==> config.mk <==
export PLATFORM = sky130hd
export DESIGN_NAME = xgmii_tx_arbiter_flat
export DESIGN_NICKNAME = d
export VERILOG_FILES = /design/src/rtl/xgmii_tx_arbiter_if.sv /design/src/rtl/xgmii_tx_arbiter.sv /design/src/flat_wrapper.sv
export SDC_FILE = /design/constraint.sdc
export NUM_CORES = 1
export LEC_CHECK = 0
export ABC_CLOCK_PERIOD_IN_PS = 2400
export CAP_MARGIN = 10
export CORE_AREA = 2 2 160 162
export CTS_BUF_LIST = sky130_fd_sc_hd__clkbuf_4 sky130_fd_sc_hd__clkbuf_8
export DETAILED_ROUTE_END_ITERATION = 7
export DIE_AREA = 0 0 162 164
export PLACE_DENSITY_LB_ADDON = 0.2
export SYNTH_ARGS = -nofsm -noshare
export SYNTH_HDL_FRONTEND = slang
export SYNTH_SLANG_ARGS = --single-unit
export TNS_END_PERCENT = 100
==> constraint.sdc <==
create_clock -name xgmii_clk -period 2.4 [get_ports xgmii_clk]
set_clock_uncertainty 0.1 [all_clocks]
set_input_delay 0.36 -clock xgmii_clk [delete_from_list [all_inputs] [get_ports xgmii_clk]]
set_output_delay 0.36 -clock xgmii_clk [all_outputs]
set_load 0.01 [all_outputs]
==> src/rtl/xgmii_tx_arbiter_if.sv <==
// rtl/xgmii_tx_arbiter_if.sv - source-side request/data/grant bundle for xgmii_tx_arbiter
interface xgmii_tx_arbiter_if #(
  parameter int N_SRC = 4
);
  logic [N_SRC-1:0]     src_req;
  logic [64*N_SRC-1:0]  src_txd;
  logic [8*N_SRC-1:0]   src_txc;
  logic [N_SRC-1:0]     src_last;
  logic [N_SRC-1:0]     src_grant;

  modport master (
    output src_req,
    output src_txd,
    output src_txc,
    output src_last,
    input  src_grant
  );

  modport slave (
    input  src_req,
    input  src_txd,
    input  src_txc,
    input  src_last,
    output src_grant
  );
endinterface

==> src/rtl/xgmii_tx_arbiter.sv <==
// rtl/xgmii_tx_arbiter.sv - round-robin XGMII TX lane arbiter with inter-frame gap
// Optional per-grant word watchdog and abort_count port when XGMII_ARB_WATCHDOG_EN is defined.
module xgmii_tx_arbiter #(
  parameter int N_SRC      = 4,
  parameter int IFG_CYCLES = 2,
  parameter int MAX_WORDS  = 1200
) (
  input  logic                 xgmii_clk,
  input  logic                 sys_rst,
  xgmii_tx_arbiter_if.slave    src,
  output logic [63:0]          xgmii_txd,
  output logic [7:0]           xgmii_txc,
  output logic                 busy,
  output logic [31:0]          frame_count
`ifdef XGMII_ARB_WATCHDOG_EN
  ,
  output logic [15:0]          abort_count
`endif
);

  localparam int          IDX_W    = $clog2(N_SRC);
  localparam logic [63:0] IDLE_TXD = {8{8'h07}};
  localparam logic [63:0] ERR_TXD  = {8{8'hFE}};

  typedef enum logic [1:0] {ST_IDLE, ST_XFER, ST_IFG} state_t;

  state_t             state, state_d;
  logic [IDX_W-1:0]   last_winner, winner;
  logic               found;
  logic [3:0]         ifg_cnt;
  logic               grant_set, frame_done, frame_abort, wd_hit;
  logic [N_SRC-1:0]   grant_onehot;
  logic [63:0]        txd_arr [N_SRC];
  logic [7:0]         txc_arr [N_SRC];
  logic [63:0]        sel_txd;
  logic [7:0]         sel_txc;
  logic               sel_last;

  for (genvar i = 0; i < N_SRC; i++) begin : g_slice
    assign txd_arr[i] = src.src_txd[64*i +: 64];
    assign txc_arr[i] = src.src_txc[8*i +: 8];
  end

  // last_winner doubles as the granted index while in XFER
  assign sel_txd  = txd_arr[last_winner];
  assign sel_txc  = txc_arr[last_winner];
  assign sel_last = src.src_last[last_winner];
  assign busy     = (state != ST_IDLE);

  always_comb begin
    logic [IDX_W-1:0] cand;
    winner = last_winner;
    found  = 1'b0;
    cand   = '0;
    for (int k = 1; k <= N_SRC; k++) begin
      cand = IDX_W'((int'(last_winner) + k) % N_SRC);
      if (!found && src.src_req[cand]) begin
        found  = 1'b1;
        winner = cand;
      end
    end
  end

  always_comb begin
    grant_onehot         = '0;
    grant_onehot[winner] = 1'b1;
  end

`ifdef XGMII_ARB_WATCHDOG_EN
  localparam int WD_W = $clog2(MAX_WORDS + 1);
  logic [WD_W-1:0] word_cnt;

  assign wd_hit = (word_cnt == WD_W'(MAX_WORDS));

  always_ff @(posedge xgmii_clk) begin
    if (sys_rst) begin
      word_cnt    <= '0;
      abort_count <= '0;
    end else begin
      if (grant_set) begin
        word_cnt <= '0;
      end else if (state == ST_XFER && !frame_abort) begin
        word_cnt <= word_cnt + 1'b1;
      end
      if (frame_abort && abort_count != 16'hFFFF) begin
        abort_count <= abort_count + 16'd1;
      end
    end
  end
`else
  assign wd_hit = 1'b0;
`endif

  always_ff @(posedge xgmii_clk) begin
    if (sys_rst) begin
      state <= ST_IDLE;
    end else begin
      state <= state_d;
    end
  end

  always_comb begin
    state_d     = state;
    grant_set   = 1'b0;
    frame_done  = 1'b0;
    frame_abort = 1'b0;
    case (state)
      ST_IDLE: begin
        if (found) begin
          grant_set = 1'b1;
          state_d   = ST_XFER;
        end
      end
      ST_XFER: begin
        // watchdog wins over a late last: the word is already replaced by the error word
        if (wd_hit) begin
          frame_abort = 1'b1;
          state_d     = (IFG_CYCLES == 0) ? ST_IDLE : ST_IFG;
        end else if (sel_last) begin
          frame_done = 1'b1;
          state_d    = (IFG_CYCLES == 0) ? ST_IDLE : ST_IFG;
        end
      end
      ST_IFG: begin
        if (ifg_cnt == 4'(IFG_CYCLES - 1)) begin
          state_d = ST_IDLE;
        end
      end
      default: state_d = ST_IDLE;
    endcase
  end

  always_ff @(posedge xgmii_clk) begin
    if (sys_rst) begin
      xgmii_txd     <= IDLE_TXD;
      xgmii_txc     <= 8'hFF;
      src.src_grant <= '0;
      last_winner   <= IDX_W'(N_SRC - 1);
      frame_count   <= '0;
      ifg_cnt       <= '0;
    end else begin
      if (state == ST_XFER) begin
        xgmii_txd <= frame_abort ? ERR_TXD : sel_txd;
        xgmii_txc <= frame_abort ? 8'hFF : sel_txc;
      end else begin
        xgmii_txd <= IDLE_TXD;
        xgmii_txc <= 8'hFF;
      end

      if (grant_set) begin
        src.src_grant <= grant_onehot;
        last_winner   <= winner;
      end else if (frame_done || frame_abort) begin
        src.src_grant <= '0;
      end

      if (frame_done) begin
        frame_count <= frame_count + 32'd1;
      end

      ifg_cnt <= (state == ST_IFG) ? ifg_cnt + 4'd1 : 4'd0;
    end
  end

endmodule

==> src/flat_wrapper.sv <==
// flat-port wrapper written by rule: the top's interface ports become plain ports
module xgmii_tx_arbiter_flat 
#(
  parameter int N_SRC      = 4,
  parameter int IFG_CYCLES = 2,
  parameter int MAX_WORDS  = 1200
)
  (xgmii_clk, sys_rst, xgmii_txd, xgmii_txc, busy, frame_count, src_src_req, src_src_txd, src_src_txc, src_src_last, src_src_grant);
  xgmii_tx_arbiter_if #(.N_SRC(N_SRC)) src_i ();
  input  logic xgmii_clk;
  input  logic sys_rst;
  output logic [63:0] xgmii_txd;
  output logic [7:0] xgmii_txc;
  output logic busy;
  output logic [31:0] frame_count;
  input wire logic [$bits(src_i.src_req)-1:0] src_src_req;
  input wire logic [$bits(src_i.src_txd)-1:0] src_src_txd;
  input wire logic [$bits(src_i.src_txc)-1:0] src_src_txc;
  input wire logic [$bits(src_i.src_last)-1:0] src_src_last;
  output wire logic [$bits(src_i.src_grant)-1:0] src_src_grant;
  assign src_i.src_req = src_src_req;
  assign src_i.src_txd = src_src_txd;
  assign src_i.src_txc = src_src_txc;
  assign src_i.src_last = src_src_last;
  assign src_src_grant = src_i.src_grant;
  xgmii_tx_arbiter #(.N_SRC(N_SRC), .IFG_CYCLES(IFG_CYCLES), .MAX_WORDS(MAX_WORDS)) u_core (.xgmii_clk(xgmii_clk), .sys_rst(sys_rst), .src(src_i), .xgmii_txd(xgmii_txd), .xgmii_txc(xgmii_txc), .busy(busy), .frame_count(frame_count));
endmodule
After elaboration in Yosys (flattened, before gate mapping)
Cells that the tools add are included.

Register bits after elaboration: 116. Output and inout bits: 109. Word-level logic and storage cells: 79.

Add/subtract/negate cells: 6. $lt $le $gt $ge: 8. Equal/unequal tests: 6. Multiplexer cells: 36. Bitwise gates (word level): 3. Reductions and logical operators: 13.

Operator list (count): binary-select mux 64 bit (select 2 bit) (1); 2-to-1 mux 64 bit (2); adder 32 x 1 -> 32 bit (second input constant) (1); less-than comparator 2 x 3 -> 1 bit (second input constant) (6); binary-select mux 8 bit (select 2 bit) (1); 2-to-1 mux 8 bit (2); 2-to-1 mux 1 bit (14); 2-to-1 mux 2 bit (7); binary-select mux 1 bit (select 2 bit) (5); 2-to-1 mux 4 bit (2); != test 2 x 1 -> 1 bit (second input constant) (3); case mux 2 bit (3 select lines) (1); adder 2 x 1 -> 2 bit (second input constant) (2); adder 2 bit (second input constant) (2); adder 4 x 1 -> 4 bit (second input constant) (1); equality test 4 x 1 -> 1 bit (second input constant) (1); logical AND 1 bit (4); nonzero test 2 bit (2); OR reduction 2 bit (2); >= comparator 3 bit (second input constant) (1); logical NOT 1 bit (3); NOT 2 -> 3 bit (1); AND reduction 3 bit (1); demux 1 bit (select 2 bit) (1); other kinds (5) (6).

Logic depth before layout (Yosys ltp)
Gate-level depths: netlist of the first run.

Depth after elaboration: 18. Depth in mapped cells: 7. Mapped depth without buffers: 5.

Least setup slack after synthesis of the first run
No wires, ideal clock.

Kind: register to register. From: reg u_core.last_winner[1]. To: reg u_core.xgmii_txc[6]. Library setup time: 0.123 ns. Arrival time: 1.549 ns. Slack: 0.627 ns. Stages on the path, launching flop included: 6. Clock period less this slack: 1.773 ns. Path through: dfxtp_1 -> buf_6 -> buf_2 -> clkbuf_1 -> mux4_2 -> or2_2.

Cells in the longest elaborated chain, start to end: 4.

RTL lines: start, declared (RTL line xgmii_tx_arbiter.sv:28) `logic [IDX_W-1:0] last_winner, winner;`; start signal, assigned (RTL line xgmii_tx_arbiter.sv:138) `last_winner <= IDX_W'(N_SRC - 1);`; start signal, assigned (RTL line xgmii_tx_arbiter.sv:152) `last_winner <= winner;`; NOT 2 -> 3 bit (implied by the code) (RTL line xgmii_tx_arbiter.sv:46) `assign sel_txc = txc_arr[last_winner];`; binary-select mux 8 bit (select 2 bit) (RTL line xgmii_tx_arbiter.sv:46); 2-to-1 mux 8 bit (implied by the code) (2 in series) (RTL line xgmii_tx_arbiter.sv:46); end signal, assigned (RTL line xgmii_tx_arbiter.sv:144) `xgmii_txc <= frame_abort ? 8'hFF : sel_txc;`; end, declared (RTL line xgmii_tx_arbiter.sv:12) `output logic [7:0] xgmii_txc,`.

No other way between the ends. The select of a mux whose other input is x is not followed. A chain may end at the register's enable or synchronous reset.

Worst setup path after layout of the first run
From: reg u_core.frame_count[2]. To: out frame_count[2].

RTL lines: start, declared (RTL line xgmii_tx_arbiter.sv:14) `output logic [31:0] frame_count`; start signal, assigned (RTL line xgmii_tx_arbiter.sv:158) `frame_count <= frame_count + 32'd1;`; end, declared (RTL line flat_wrapper.sv:15) `output logic [31:0] frame_count;`.

No word-level cell between the ends.

==> impl_metrics.toml, run 1 <==
[worst_setup_path]
cpPeakStageDelay_ps = 680
path_cells = "clkdlybuf4s50_1"
crit_path_end_kind = "output pin"
crit_required_ps = 1940
r2r_cells = 3
worstSetupPathType = "reg2out"
crit_path_max_fanout = 8
path_buf_inv = 1
crit_arrival_ps = 1660
path_delay_family = "buffers and inverters"
cp_num_cells = 1
crit_start = "u_core.frame_count[2]"
r2r_start = "u_core.last_winner[0]"
cpMaxStageDelayCell = "clkdlybuf4s50_1"
start_kind = "flip-flop"

[global_route]
grt_use_total_pct = 17.0
grt_antenna_before_repair = 3
grt_pass1_wl_um = 33400
grt_pass1_vias = 5389
grt_max_degree = 73
grt-ovfl-total = 0

[yosys]
ys.flop_type = "dfxtp_1"
postSynth.asyncResetShare_pct = 0
synthesis.nets = 782
ys_ff_latch = 116
synth.most_common_cell = "dfxtp_1"
synthTopCellsByCount = "dfxtp_1 (116), mux4_2 (72), nor2b_1 (42)"
synthDominantCellAreaShare_pct = 39.0
synth_top_area_cell = "dfxtp_1"
synth.distinct_cells = 46
ys_warn_count = 0
synth_edf_count = 0
syn_inst = 481
yosys-top-cells-area = "dfxtp_1 (39%), mux4_2 (27%), nor2b_1 (4.4%)"
syn_avg_cell_area_um2 = 12.4
ys_seq_area_share_pct = 39.0
syn_area_mm2 = 0.00596

[finish]
final_cells = 1222
drive_gt1_share_pct = 19.3
stdcell_area_mm2 = 0.0108
nets = 1176
fillers = 2414
syn_to_final_growth_pct = 80.4

[placed_design]
dp.cells = 1186
pre_cts_slack_ps = 169
placed_cell_area_mm2 = 0.0103
gp_congestion = 0.755
portBuffers = 406
dp_hpwl_um = 18500

[worst_hold_path]
min-delay-start = "u_core.ifg_cnt[0]"
min_delay_path_depth = 1
hold_class = "reg2reg"

[sta]
final_max_slew_viol_count = 0
finalSetupViolations = 0
hold_violations = 0
max_slew_margin_pct = 60.6
min_period_over_period_pct = 88.4
fmax_ghz = 0.471
hold_slack_ps = 380
min_period_ps = 2120
fin_tns_setup_ps = 0
grt_setup_unrepaired = "false"
worstMarginPinSlew_ps = 590
setup_slack_ps = 278

[route]
wl_per_cell_um = 19.1
antenna_left = 0
via_count = 5313
postRouteWirelength_um = 23300
route.detailed.drc = 0
viasPerCell = 4.35
drtPass1Iterations = 4
drt_iter0_drc = 214

[pwr]
internal-power_w = 0.00465
powerDensity_mw_per_mm2 = 621
pwr-share-comb_pct = 38.0
seqPwrFrac_pct = 33.3
power.clock.fraction_pct = 28.7
p_leak_nw = 3.83
p_sw_share_pct = 30.3
p_sw_w = 0.00202
ir_worst_vdd_mv = 0.343

[cts]
cts.sinks = 116
hold_buffers = 0
clk_root_buffer_cell = "clkbuf_8"
htree_levels = 4
cts_resized = 0
cts_buffer_depth = 2
postCtsSetupBuffers = 0
cts_tree = "built"
numCtsBuffers = 17
clk_latency_ps = 450
path_clk_slew_ps = 90

[die]
die_y_um = 164
start_util_pct = 24.0
rows = 58
die_w_um = 162
core_mm2 = 0.0248
dieArea_mm2 = 0.0266
io_pins = 407

[run_status]
outcome = "complete, no violations"

[run]
maxCapViolCount = 0
cells by family after synthesis:
logic type / count (synthesis) / synth area share [%]
multiplexers: 75 / 27.8
adder cells (fa/ha/maj): 3 / 0.630
flip-flops: 116 / 39.0
buffers and inverters: 43 / 4.20
AO/OA/AOI/OAI: 23 / 2.54
XOR/XNOR: 30 / 4.41
AND/OR/NAND/NOR: 191 / 21.5
stage by stage:
step	total power, W	util [%]
global route	0.00704	43.3
finish	0.00667	43.3
floorplan	0.00372	-
global placement	0.00485	41.7
detailed placement	0.00485	41.7
CTS	0.00683	43.3
placed cells by master (no fill, tap or decap), types with 3 or more instances in the layout:
| cell type | netlist | layout |
|---|---|---|
| dfxtp_1 | 116 | 114 |
| nor3b_1 | 4 | 4 |
| inv_1 | 3 | 3 |
| nand2_1 | 12 | 12 |
| or3_1 | 4 | 4 |
| nor3_1 | 7 | 7 |
| a21oi_1 | 9 | 9 |
| and3_1 | 3 | 3 |
| buf_12 | 0 | 4 |
| and4_1 | 4 | 4 |
| ha_1 | 3 | 3 |
| nand3_1 | 12 | 12 |
| clkdlybuf4s50_1 | 0 | 406 |
| inv_6 | 0 | 5 |
| xnor2_1 | 28 | 28 |
| diode_2 | 0 | 4 |
| nor2b_1 | 42 | 42 |
| nor2_1 | 39 | 39 |
| nor4_4 | 3 | 3 |
| nor4b_4 | 4 | 4 |
| or2_2 | 31 | 31 |
| clkbuf_8 | 0 | 17 |
| nor4_2 | 7 | 7 |
| o21ai_0 | 6 | 6 |
| mux4_2 | 72 | 72 |
| clkinv_4 | 0 | 4 |
| buf_4 | 1 | 5 |
flip-flops by register name, summed over array words and instances, names as in the netlist:
register	count
u_core.frame_count	32
u_core.last_winner	2
u_core.xgmii_txc	8
u_core.xgmii_txd	64
u_core.src.src_grant	4
u_core.state	2
u_core.ifg_cnt	4
power by group through the flow:
stage | combinational (W) | sequential, W | clock (W)
CTS | 0.00260 | 0.00222 | 0.00201
finish | 0.00254 | 0.00222 | 0.00192
global placement | 0.00259 | 0.00226 | 0
detailed placement | 0.00259 | 0.00226 | 0
floorplan | 0.00142 | 0.00230 | 0
global route | 0.00272 | 0.00224 | 0.00208
layout make-up:
cell class / instances / area (um2) / area share, %
Timing Repair Buffer: 415 / 4180 / 38.9
Multi-Input combinational cell: 322 / 3400 / 31.6
Sequential cell: 116 / 2330 / 21.7
Tap cell: 330 / 413 / 3.84
Clock buffer: 17 / 234 / 2.18
Clock inverter: 15 / 170 / 1.58
Inverter: 3 / 11.3 / 0.105
Antenna cell: 4 / 10.0 / 0.0931
per-layer routing:
layer	track usage (%)	up-vias	wire length, um
met4	5.23	0	432
met5	0	-	0
met2	28.1	249	11500
li1	-	2558	-
met1	20.6	2486	9340
met3	6.36	20	2090
worst paths after layout:
path | endpoint | slack [ps]
worst max register to register | u_core.xgmii_txd[2] | 510
worst min register to register | u_core.ifg_cnt[0] | 380
worst max-delay path | frame_count[2] | 280
worst min-delay path | u_core.ifg_cnt[0] | 380
Note: power is estimated with default switching activity, not from simulation.
==> run 2: changes to the inputs <==
--- a/config.mk
+++ b/config.mk
@@ -5,7 +5,6 @@
 export SDC_FILE = /design/constraint.sdc
 export NUM_CORES = 1
 export LEC_CHECK = 0
-export ABC_CLOCK_PERIOD_IN_PS = 2400
 export CAP_MARGIN = 10
 export CORE_AREA = 2 2 160 162
 export CTS_BUF_LIST = sky130_fd_sc_hd__clkbuf_4 sky130_fd_sc_hd__clkbuf_8
==> results of run 2 <==
Same layout as run 1: the final DEF is identical, and so are final timing and power.
==> run 3: changes to the inputs <==
--- a/config.mk
+++ b/config.mk
@@ -11,6 +11,7 @@
 export DETAILED_ROUTE_END_ITERATION = 7
 export DIE_AREA = 0 0 162 164
 export PLACE_DENSITY_LB_ADDON = 0.2
+export SKIP_CTS_REPAIR_TIMING = 1
 export SYNTH_ARGS = -nofsm -noshare
 export SYNTH_HDL_FRONTEND = slang
 export SYNTH_SLANG_ARGS = --single-unit
==> results of run 3 <==
Same layout as run 1: the final DEF is identical, and so are final timing and power.
